## src/rtl/csa_accum_ctrl.sv

```systemverilog
// Carry-save reduction accumulator with a handshake FSM.
// Optional macro CSA_RESOLVE_PIPE_EN splits the final add across two cycles.
module csa_accum_ctrl #(
  parameter int W     = 64,
  parameter int CNT_W = 8
) (
  input  logic              clk,
  input  logic              rst_n,
  input  logic              start,
  input  logic [CNT_W-1:0]  num_ops,
  input  logic              in_valid,
  input  logic [W-1:0]      in_data,
  output logic              in_ready,
  output logic              out_valid,
  output logic [W+CNT_W-1:0] out_data,
  input  logic              out_ready,
  output logic              busy
);

  localparam int OW = W + CNT_W;

`ifdef CSA_RESOLVE_PIPE_EN
  localparam int H = OW / 2;

  typedef enum logic [2:0] {
    S_IDLE,
    S_ACCUM,
    S_RESOLVE,
    S_RESOLVE_HI,
    S_DONE
  } state_t;
`else
  typedef enum logic [1:0] {
    S_IDLE,
    S_ACCUM,
    S_RESOLVE,
    S_DONE
  } state_t;
`endif

  state_t           r_state;
  logic [OW-1:0]    r_sum;
  logic [OW-1:0]    r_carry;
  logic [OW-1:0]    r_out_data;
  logic [CNT_W-1:0] r_cnt;
  logic             r_in_ready;
  logic             r_out_valid;
  logic             r_busy;

  logic [OW-1:0]    w_op;
  logic [OW-1:0]    w_csa_s;
  logic [OW-1:0]    w_maj;
  logic [OW-1:0]    w_csa_c;
  logic             w_in_hs;
  logic             w_out_hs;

  assign w_op     = {{CNT_W{1'b0}}, in_data};
  assign w_csa_s  = r_sum ^ r_carry ^ w_op;
  assign w_maj    = (r_sum & r_carry)
                  | (r_sum & w_op)
                  | (r_carry & w_op);
  assign w_csa_c  = {w_maj[OW-2:0], 1'b0};
  assign w_in_hs  = r_in_ready & in_valid;
  assign w_out_hs = r_out_valid & out_ready;

`ifdef CSA_RESOLVE_PIPE_EN
  logic [H:0]      w_lo;
  logic [OW-H-1:0] w_hi;
  logic            r_lo_c;

  assign w_lo = {1'b0, r_sum[H-1:0]}
              + {1'b0, r_carry[H-1:0]};
  assign w_hi = r_sum[OW-1:H]
              + r_carry[OW-1:H]
              + {{(OW-H-1){1'b0}}, r_lo_c};
`else
  logic [OW-1:0] w_full;

  assign w_full = r_sum + r_carry;
`endif

  // Control FSM plus the carry-save datapath and registered outputs
  always_ff @(posedge clk or negedge rst_n) begin
    if (!rst_n) begin
      r_state     <= S_IDLE;
      r_sum       <= '0;
      r_carry     <= '0;
      r_out_data  <= '0;
      r_cnt       <= '0;
      r_in_ready  <= 1'b0;
      r_out_valid <= 1'b0;
      r_busy      <= 1'b0;
`ifdef CSA_RESOLVE_PIPE_EN
      r_lo_c      <= 1'b0;
`endif
    end else begin
      unique case (r_state)
        S_IDLE: begin
          if (start) begin
            r_cnt      <= num_ops;
            r_sum      <= '0;
            r_carry    <= '0;
            r_out_data <= '0;
            r_busy     <= 1'b1;
            if (num_ops == '0) begin
              r_state     <= S_DONE;
              r_out_valid <= 1'b1;
            end else begin
              r_state    <= S_ACCUM;
              r_in_ready <= 1'b1;
            end
          end
        end
        S_ACCUM: begin
          if (w_in_hs) begin
            r_sum   <= w_csa_s;
            r_carry <= w_csa_c;
            r_cnt   <= r_cnt - CNT_W'(1);
            if (r_cnt == CNT_W'(1)) begin
              r_state    <= S_RESOLVE;
              r_in_ready <= 1'b0;
            end
          end
        end
`ifdef CSA_RESOLVE_PIPE_EN
        S_RESOLVE: begin
          r_out_data[H-1:0] <= w_lo[H-1:0];
          r_lo_c            <= w_lo[H];
          r_state           <= S_RESOLVE_HI;
        end
        S_RESOLVE_HI: begin
          r_out_data[OW-1:H] <= w_hi;
          r_state            <= S_DONE;
          r_out_valid        <= 1'b1;
        end
`else
        S_RESOLVE: begin
          r_out_data  <= w_full;
          r_state     <= S_DONE;
          r_out_valid <= 1'b1;
        end
`endif
        S_DONE: begin
          if (w_out_hs) begin
            r_state     <= S_IDLE;
            r_out_valid <= 1'b0;
            r_busy      <= 1'b0;
          end
        end
        default: begin
          r_state     <= S_IDLE;
          r_in_ready  <= 1'b0;
          r_out_valid <= 1'b0;
          r_busy      <= 1'b0;
        end
      endcase
    end
  end

  assign in_ready  = r_in_ready;
  assign out_valid = r_out_valid;
  assign out_data  = r_out_data;
  assign busy      = r_busy;

endmodule

```

## config.mk

```make
export PLATFORM = sky130hd
export DESIGN_NAME = csa_accum_ctrl
export DESIGN_NICKNAME = d
export VERILOG_FILES = /design/src/rtl/csa_accum_ctrl.sv
export SDC_FILE = /design/constraint.sdc
export NUM_CORES = 1
export LEC_CHECK = 0
export ABC_AREA = 0
export CAP_MARGIN = 25
export CELL_PAD_IN_SITES_DETAIL_PLACEMENT = 1
export CELL_PAD_IN_SITES_GLOBAL_PLACEMENT = 1
export CORE_MARGIN = 2
export CORE_UTILIZATION = 41
export CTS_BUF_LIST = sky130_fd_sc_hd__clkbuf_8
export CTS_CLUSTER_SIZE = 25
export DETAILED_ROUTE_END_ITERATION = 10
export MAX_ROUTING_LAYER = met4
export PLACE_DENSITY_LB_ADDON = 0.05
export SLEW_MARGIN = 20
export SYNTH_ARGS = -nofsm -noshare
export SYNTH_HDL_FRONTEND = slang
export SYNTH_SLANG_ARGS = --single-unit
export TNS_END_PERCENT = 1
```

## constraint.sdc

```tcl
create_clock -name clk -period 2.7 [get_ports clk]
set_input_delay 0.54 -clock clk [delete_from_list [all_inputs] [get_ports clk]]
set_output_delay 0.54 -clock clk [all_outputs]
set_load 0.05 [all_outputs]
```

==> results of run 1 <==
-- path summary, 6_finish.rpt --
kind | start | end | slack (ps) | cells past startpoint
max | r_sum[1]$_DFFE_PN0P_ | out_data[69]$_DFFE_PN0P_ | -350 | 15
min | out_data[14]$_DFFE_PN0P_ | out_data[14]$_DFFE_PN0P_ | 470 | 2
max reg2reg | r_sum[1]$_DFFE_PN0P_ | out_data[69]$_DFFE_PN0P_ | -350 | 15
min reg2reg | out_data[14]$_DFFE_PN0P_ | out_data[14]$_DFFE_PN0P_ | 470 | 2
max in group asynchronous | rst_n | out_valid$_DFFE_PN0P_ | 1360 | 3
min in group asynchronous | rst_n | r_carry[19]$_DFFE_PN0P_ | 500 | 2
-- layout make-up --
cell class / count / share of cell area
clock buffer: 58 / 0.0398
clock inverter: 19 / 0.00593
inverter: 33 / 0.00618
multi-input combinational: 1280 / 0.441
sequential: 228 / 0.285
tap: 455 / 0.0284
timing repair buffer: 450 / 0.194
-- cell usage in the layout, fill, tap and decap left out, drive strengths merged, types with 21 or more instances in the layout --
cell type      instances
nor2                  49
xor2                  31
a21oi                105
clkbuf                58
clkdlybuf4s50        150
fa                    64
inv                   41
nand3                166
a21o                  34
dfrtp                228
buf                  299
o21ai                119
xnor2                 35
nand4                 21
ha                    77
nand2                407
-- logic make-up (layout without fill, tap and decap cells) --
group	count (synthesis)	count (layout)	share of synthesized area
xor gates and xnor gates	66	66	0.0401
adders and majority gates	141	141	0.156
and+or+nand+nor	705	705	0.214
muxes	3	3	0.00209
DFF	228	228	0.396
buffers and inverters	126	560	0.0335
AOI/OAI and AO/OA	365	365	0.158
-- power by group --
group	switching [mW]	internal, mW	total [mW]
Combinational	0.136	0.129	0.265
Clock	1.62	2.01	3.63
Sequential	0.000591	3.42	3.42
Total	1.76	5.56	7.32
-- worst max-delay path, delay by kind of cell (launching register included) --
kind	cells	cell delay, ps
AO/OA/AOI/OAI	8	1340
adder cells (fa/ha/maj)	2	590
flip-flops	1	380
AND/OR/NAND/NOR	2	240
buffers and inverters	2	240
XOR/XNOR	1	140
-- registers in the layout, summed over array words and instances (netlist names) --
register / count
out_data: 72
r_carry: 71
r_cnt: 8
r_sum: 72
in_ready: 1
r_state: 2
out_valid: 1
busy: 1
-- timing repair --
action | in CTS | in global routing
endpoints found under the setup margin | 41 | 47
buffers inserted | 7 | 8
endpoints found under the hold margin | 62 | 0
hold buffers | 1 | 0
gates resized for setup | 56 | 27
pin swaps | 37 | 29
-- layer usage --
layer | up-vias | GRT usage | wire length [µm]
li1 | 6434 | - | -
met1 | 6837 | 0.349 | 21300
met2 | 238 | 0.452 | 23500
met3 | 99 | 0.0340 | 1530
met4 | 0 | 0.0793 | 1260
met5 | - | - | 0
-- stage by stage --
| step | TNS [ps] | cell area, µm² |
|---|---|---|
| floorplan | -581 | 14500 |
| CTS | -5680 | 19800 |
| finish | -6080 | 20000 |
| detailed placement | -11910 | 18500 |
| global route | -11470 | 20000 |
| global placement | -8720 | 18500 |
==> metrics.cfg, run 1 <==
[logic_synthesis]
netlist_area_mm2=0.0144
synth_area_leaders=dfrtp_1 40%, nand2_1 11%, fa_1 8.9%
synth_cell_type_count=72
async_reset_ff_frac=1.00
synth_warnings=0
synth-seq-cells=228
synthCells=1634
synth_flop_cell=dfrtp_1
yosysTopAreaCell=dfrtp_1
syn_area_per_cell_um2=8.81
synth_edf_count=0
synth_top_area_frac=0.396
synth_common_cells=405 x nand2_1, 228 x dfrtp_1, 165 x nand3_1, 103 x a21oi_1, 84 x clkbuf_1
synth_most_common_cell=nand2_1
ys_seq_area_frac=0.396
synth_nets=1852

[setup_path]
cpMaxStageDelayCell=o311a_4
crit_path_max_fanout=4
end_kind=flop
worstPathRequired_ps=3150
critical_path_class=flop to flop
worstPathArrival_ps=3500
cpPeakStageDelay_ps=410
cp_cell_sequence=ha_2 > inv_1 > fa_2 > nor2b_4 > o211a_1 > o31ai_2 > nand2_1 > a21oi_1 > buf_4 > o21ai_4 > a21boi_4 > o311a_4 > a31oi_4 > xnor2_1 > o21ai_1
critical_path.startpoint_type=flop

[routing]
first_iter_violations=635
dr.pass1.iters=5
wl_per_cell_um=18.9
via_count=13600
drt-total-wl_mm=47.6
drc=0
ant_nets=0
vias_per_cell=5.39

[sta]
setup_ws_ps=-346
worstMarginPinSlew_ps=924
slew_headroom=0.384
finalClockSkew_ps=33.8
timing.final.crit_share=1.13
hold_ws_ps=475
finalSetupViolCount=35
drv_slew=0
fmaxAchievable_ghz=0.328
hold_viol_final=0
rsz0062_at_grt=true
finalCriticalPeriod_ps=3050

[placed_design]
globalplace.congestion=0.861
dp_cells=2432
port_buffers=151
place_ws_ps=-518
dp_hpwl_mm=34.7

[clocking]
clock_path_buffers=3
cts_made_buffers=44
h-tree-depth=2
clkSinkCount=228
cts_tree=built
root_buffer=clkbuf_8
cts.reportedPaths.clkPinSlew_ps=60
clk_latency_ps=600

[cells_and_area]
multi_input_area_mm2=0.00884
post-route-util=0.580
diodes=0
seq_area_mm2=0.00571
nNetsFinal=2255
drive_gt1_frac=0.226
stdcell_count=2523
area_growth_pct=39.1
final.fill_count=3956

[power_and_ir_drop]
leakagePower_nw=9.82
p_total_mw=7.32
powerDensity_mw_per_mm2=365
ir_worst_vdd_uv=368

[floorplan]
coreArea_mm2=0.0345
start_util=0.417
fp.dieH_um=191
dieArea_mm2=0.0366
die_w_um=191
io_pins=152
rows=68

[global_routing]
grt_pass1_vias=14700
gr-total-overflow=0
grt.total_usage=0.272
grt_pass1_wl_mm=77.6
grt_max_degree=84
antenna_found_initial=0

[outcome]
status=finished, violations left
violations=setup timing

[flow_run]
drv_cap=0

[worst_hold_path]
hp-class=flop to flop

No activity file was read; power rests on OpenSTA's default activity.
==> run 2: changes to the inputs <==
- CORE_MARGIN: 2 -> unset
- TNS_END_PERCENT: 1 -> 30
==> run 2 against run 1 <==
Effect of this change:
- clock skew shrank 9.9 ps
- via count up 0.68%
- sequential cell count unchanged
- cell count up 1.3%
- die area fell by 2.1%
- combinational power about the same
- the flow still finishes with violations (setup timing)
- largest power group is now sequential cells
- critical endpoint is now out_data[50]$_DFFE_PN0P_
- hold slack got worse by 0.57 ps
- sequential share of layout area fell by 0.51 points
- sequential power about the same
- largest cell class unchanged
- global-route usage rose by 0.39 points
==> metrics.cfg, run 2 (synthesized netlist as in run 1, its figures left out) <==
[outcome]
status=finished, violations left
violations=setup timing

[setup_path]
worst-path-buf-inv=1  ; -1
crit_path_max_fanout=2  ; -2
r2r-start=r_sum[20]$_DFFE_PN0P_
cp_cell_sequence=ha_1 > and2_4 > buf_4 > nand3_1 > or4_4 > a2111oi_4 > o211ai_2 > nand2_2 > a41o_1 > a41oi_2 > xnor2_1 > o21ai_1
cpLargestDelayFamily=simple AND/OR/NAND/NOR gates
worstPathArrival_ps=3380  ; -120 ps
path_depth=12  ; -3
critical_path_class=flop to flop
cpMaxStageDelayCell=or4_4
r2r_setup_slack_ps=-240  ; +100 ps
r2r-end=out_data[50]$_DFFE_PN0P_
worstPathRequired_ps=3130  ; -20 ps
crit_start=r_sum[20]$_DFFE_PN0P_
cpPeakStageDelay_ps=600  ; +190 ps
end_kind=flop
critical_path.startpoint_type=flop
reg2reg_depth=12  ; -3

[routing]
first_iter_violations=534  ; -16%
drc=0  ; unchanged
drt-total-wl_mm=48.0  ; +0.78%
wl_per_cell_um=18.8  ; -0.49%
dr.pass1.iters=5  ; unchanged
via_count=13700  ; +0.68%
vias_per_cell=5.36  ; -0.58%
ant_nets=0  ; unchanged

[cells_and_area]
final_cell_mix=398 x nand2_1, 308 x buf_4, 228 x dfrtp_1
area_growth_pct=41.7
diodes=0  ; unchanged
nNetsFinal=2286  ; +1.4%
drive_gt1_frac=0.247  ; +0.0208
final_common_cell=nand2_1
final.fill_count=3996  ; +1.0%

[global_routing]
gr-total-overflow=0  ; unchanged
use_met3=0.0337  ; -0.000229
grt_busiest_layer=met2
use_met2=0.462  ; +0.0101
antenna_found_initial=0  ; unchanged
grt.total_usage=0.276  ; +0.00391
grt_max_degree=110  ; +31%
grtUsageMet1=0.351  ; +0.00208
grt_pass1_wl_mm=77.4  ; -0.30%
grt_pass1_vias=14900  ; +1.6%

[clocking]
root_buffer=clkbuf_8
cts.reportedPaths.clkPinSlew_ps=60  ; about the same
h-tree-depth=2  ; unchanged
cts_made_buffers=44  ; unchanged
clk_latency_ps=570  ; -30 ps
clock_path_buffers=3  ; unchanged
cts_tree=built
clkSinkCount=228  ; unchanged

[sta]
finalClockSkew_ps=23.9  ; -9.88 ps
hold_viol_final=0  ; unchanged
finalSetupViolCount=38  ; +8.6%
slew_headroom=0.388  ; +0.00419
fmaxAchievable_ghz=0.340  ; +3.4%
rsz0062_at_grt=true
worstMarginPinSlew_ps=918  ; -6.29 ps
drv_slew=0  ; unchanged
fin_setup_tns_ps=-5110  ; +968 ps
setup_ws_ps=-245  ; +101 ps
timing.final.crit_share=1.09  ; -0.0376
finalCriticalPeriod_ps=2940  ; -101 ps

[flow_run]
drv_cap=0  ; unchanged

[placed_design]
globalplace.congestion=0.868  ; +0.87%
dp_hpwl_mm=33.4  ; -3.6%
port_buffers=151  ; unchanged
place_ws_ps=-488  ; +30.4 ps

[power_and_ir_drop]
p_total_mw=7.10  ; -3.0%
leakagePower_nw=10.0  ; +2.2%
ir_worst_vdd_uv=289  ; -21%
powerDensity_mw_per_mm2=348  ; -4.8%

[floorplan]
io_pins=152  ; unchanged
die_w_um=189  ; -1.0%
fp.dieH_um=189  ; -1.0%
dieArea_mm2=0.0359  ; -2.1%
rows=68  ; unchanged
start_util=0.417  ; unchanged
coreArea_mm2=0.0345  ; unchanged

[worst_hold_path]
hp-class=flop to flop
worstHoldStart=r_sum[64]$_DFFE_PN0P_
whs_endpoint=r_sum[64]$_DFFE_PN0P_
whs_path_depth=2  ; unchanged

-- run 2: worst min-delay path, cell delays in order (launching register included) --
cell     delay [ps]
dfrtp_1         350
nand2_1          50
nand2_1          50
-- run 2: final cells by class --
class / count / area, µm² / share of cell area
flip-flops and latches: 228 / 5710 / 0.280
multi-input cells: 1280 / 9000 / 0.441
inverters: 33 / 126 / 0.00619
clock inverters: 25 / 129 / 0.00632
well taps: 455 / 569 / 0.0279
repair buffers: 481 / 4140 / 0.203
clock buffers: 53 / 729 / 0.0358
-- run 2: how the worst max path moves through the flow --
stage,to,slack [ps]
2_1_floorplan,out_data[62]$_DFFE_PN0P_,-90
3_3_place_gp,out_data[59]$_DFFE_PN0P_,-430
3_5_place_dp,out_data[59]$_DFFE_PN0P_,-490
4_1_cts,out_data[50]$_DFFE_PN0P_,-290
5_1_grt,out_data[58]$_DFFE_PN0P_,-360
6_report,out_data[50]$_DFFE_PN0P_,-240
-- run 2: through the flow --
step | instances | cell area, µm² | hold slack (ps) | util
after floorplan | 1634 | 14500 | 244 | -
after CTS | 2544 | 20000 | 479 | 0.580
after detailed placement | 2428 | 18500 | 467 | 0.535
after global placement | 2428 | 18500 | 456 | 0.535
final | 2555 | 20400 | 474 | 0.591
after global routing | 2555 | 20400 | 494 | 0.591
-- run 2: power by group --
group | switching, mW | total, mW | internal [mW]
Sequential | 0.000542 | 3.42 | 3.42
Clock | 1.55 | 3.41 | 1.86
Combinational | 0.135 | 0.263 | 0.128
Total | 1.69 | 7.10 | 5.41
-- run 2: layer usage --
metal / up-vias / part of all wire / routed length (µm)
met3: 80 / 0.031 / 1470
met2: 219 / 0.50 / 23900
met5: - / 0 / 0
met4: 0 / 0.022 / 1050
met1: 6901 / 0.45 / 21600
li1: 6501 / - / -
-- run 2: timing repair --
item | in CTS | in global routing
buffers inserted | 38 | 11
hold buffers | 1 | 0
gates resized for setup | 79 | 55
endpoints found under the hold margin | 57 | 0
setup endpoints to repair | 40 | 48
pin swaps | 45 | 34
==> run 3: changes to the inputs <==
- CELL_PAD_IN_SITES_DETAIL_PLACEMENT: 1 -> unset
- CELL_PAD_IN_SITES_GLOBAL_PLACEMENT: 1 -> unset
- CORE_UTILIZATION: 41 -> 42
==> run 3 against run 2 <==
Effect of this change:
- the flow still finishes with violations (setup timing)
- clock power barely moved
- combinational power about the same
- sequential power about the same
- core utilization rose by 0.53 points
- largest power group unchanged
- critical path depth rose by 1
- cell count down 1.4%
- global-route usage fell by 2.5 points
- fmax rose by 0.48%
- clock-buffer cell count unchanged
==> metrics.cfg, run 3 (synthesized netlist as in run 1, its figures left out) <==
[setup_path]
end_kind=flop
critical_path.startpoint_type=flop
worstPathArrival_ps=3380  ; about the same
crit_path_max_fanout=3  ; +1
worstPathRequired_ps=3150  ; +20 ps
critical_path_class=flop to flop

[sta]
finalCriticalPeriod_ps=2930  ; -14.1 ps
fmaxAchievable_ghz=0.341  ; +0.48%
setup_ws_ps=-230  ; +14.1 ps
finalClockSkew_ps=18.2  ; -5.65 ps
timing.final.crit_share=1.09  ; -0.00521
slew_headroom=0.362  ; -0.0260
worstMarginPinSlew_ps=957  ; +39.1 ps
rsz0062_at_grt=true
hold_viol_final=0  ; unchanged
drv_slew=0  ; unchanged
finalSetupViolCount=30  ; -21%

[cells_and_area]
nNetsFinal=2257  ; -1.3%
stdcell_count=2519  ; -1.4%
post-route-util=0.596  ; +0.00535
drive_gt1_frac=0.227  ; -0.0202
final_common_cell=nand2_1
diodes=0  ; unchanged
final_cell_mix=402 x nand2_1, 283 x buf_4, 228 x dfrtp_1
area_growth_pct=39.1

[worst_hold_path]
hp-class=flop to flop

[routing]
wl_per_cell_um=16.4  ; -13%
ant_nets=0  ; unchanged
dr.pass1.iters=5  ; unchanged
drt-total-wl_mm=41.4  ; -14%
via_count=13100  ; -4.6%
vias_per_cell=5.19  ; -3.2%
first_iter_violations=674  ; +26%
drc=0  ; unchanged

[clocking]
root_buffer=clkbuf_8
cts.reportedPaths.clkPinSlew_ps=60  ; about the same
cts_tree=built
clkSinkCount=228  ; unchanged
h-tree-depth=2  ; unchanged
clock_path_buffers=3  ; unchanged
cts_made_buffers=43  ; -2.3%
clk_latency_ps=580  ; about the same

[floorplan]
die_w_um=187  ; -1.2%
coreArea_mm2=0.0336  ; -2.7%
fp.dieH_um=187  ; -1.2%
start_util=0.428  ; +0.0115
rows=67  ; -1.5%
io_pins=152  ; unchanged
dieArea_mm2=0.0350  ; -2.4%

[global_routing]
antenna_found_initial=0  ; unchanged
grt_pass1_wl_mm=69.5  ; -10%
grt_max_degree=87  ; -21%
gr-total-overflow=0  ; unchanged
grt_pass1_vias=13400  ; -10%
grt.total_usage=0.250  ; -0.0254

[placed_design]
globalplace.congestion=0.882  ; +1.6%
place_ws_ps=-476  ; +12.0 ps
dp_hpwl_mm=30.0  ; -10%
port_buffers=151  ; unchanged
dp_cells=2423  ; -0.21%

[outcome]
violations=setup timing
status=finished, violations left

[power_and_ir_drop]
powerDensity_mw_per_mm2=354  ; +1.7%
leakagePower_nw=9.87  ; -1.5%
ir_worst_vdd_uv=288  ; -0.24%

[flow_run]
drv_cap=0  ; unchanged

-- run 3: worst max-delay path, stage by stage (launching register included) --
cell,delay (ps)
dfrtp_1,420
ha_4,300
buf_6,80
o21a_1,130
a21o_1,170
a31oi_2,110
or4_4,470
a2111oi_4,380
o211ai_2,110
nand2_2,90
a41o_1,200
a41oi_2,120
xnor2_1,160
o21ai_1,70
-- run 3: what timing repair did --
action                                  in CTS  in global routing
endpoints found under the setup margin      42                 44
pin swaps                                   43                 30
setup buffers                               14                  6
gates resized for setup                     72                 33
hold endpoints to repair                    62                  0
hold buffers                                 1                  0
-- run 3: routing by layer --
metal,vias to the layer above,routed length (µm),track usage
li1,6447,-,-
met1,6306,19900,0.343
met2,268,19300,0.391
met3,56,1450,0.0334
met4,0,726,0.0656
met5,-,0,-
-- run 3: through the flow --
step,instance area [µm²],TNS (ps),hold slack [ps],power (mW)
floorplan,14500,-485,244,3.51
global placement,18500,-9160,457,3.74
global route,20000,-9490,494,7.37
detailed placement,18500,-10460,465,3.75
CTS,19900,-4560,478,7.19
finish,20000,-4290,474,7.09
-- run 3: worst paths after layout --
kind | slack [ps] | endpoint | from | depth (start not counted)
min | 470 | r_carry[69]$_DFFE_PN0P_ | r_carry[69]$_DFFE_PN0P_ | 2
max | -230 | out_data[50]$_DFFE_PN0P_ | r_sum[3]$_DFFE_PN0P_ | 13
min reg2reg | 470 | r_carry[69]$_DFFE_PN0P_ | r_carry[69]$_DFFE_PN0P_ | 2
min in group asynchronous | 530 | out_data[19]$_DFFE_PN0P_ | rst_n | 2
max in group asynchronous | 1420 | r_carry[54]$_DFFE_PN0P_ | rst_n | 3
max reg2reg | -230 | out_data[50]$_DFFE_PN0P_ | r_sum[3]$_DFFE_PN0P_ | 13
-- run 3: final cells by class --
class	count	area, µm²
clock buffer	53	729
inverter	33	124
multi-input combinational	1280	8860
tap	448	561
clock inverter	24	126
timing repair buffer	453	3920
sequential	228	5710
fill	3006	13600
-- run 3: power breakdown --
part	switching [mW]	leakage [nW]	internal, mW
combinational	0.131	6.22	0.129
sequential	0.000606	3.14	3.42
clock	1.54	0.505	1.86
total	1.68	9.87	5.41
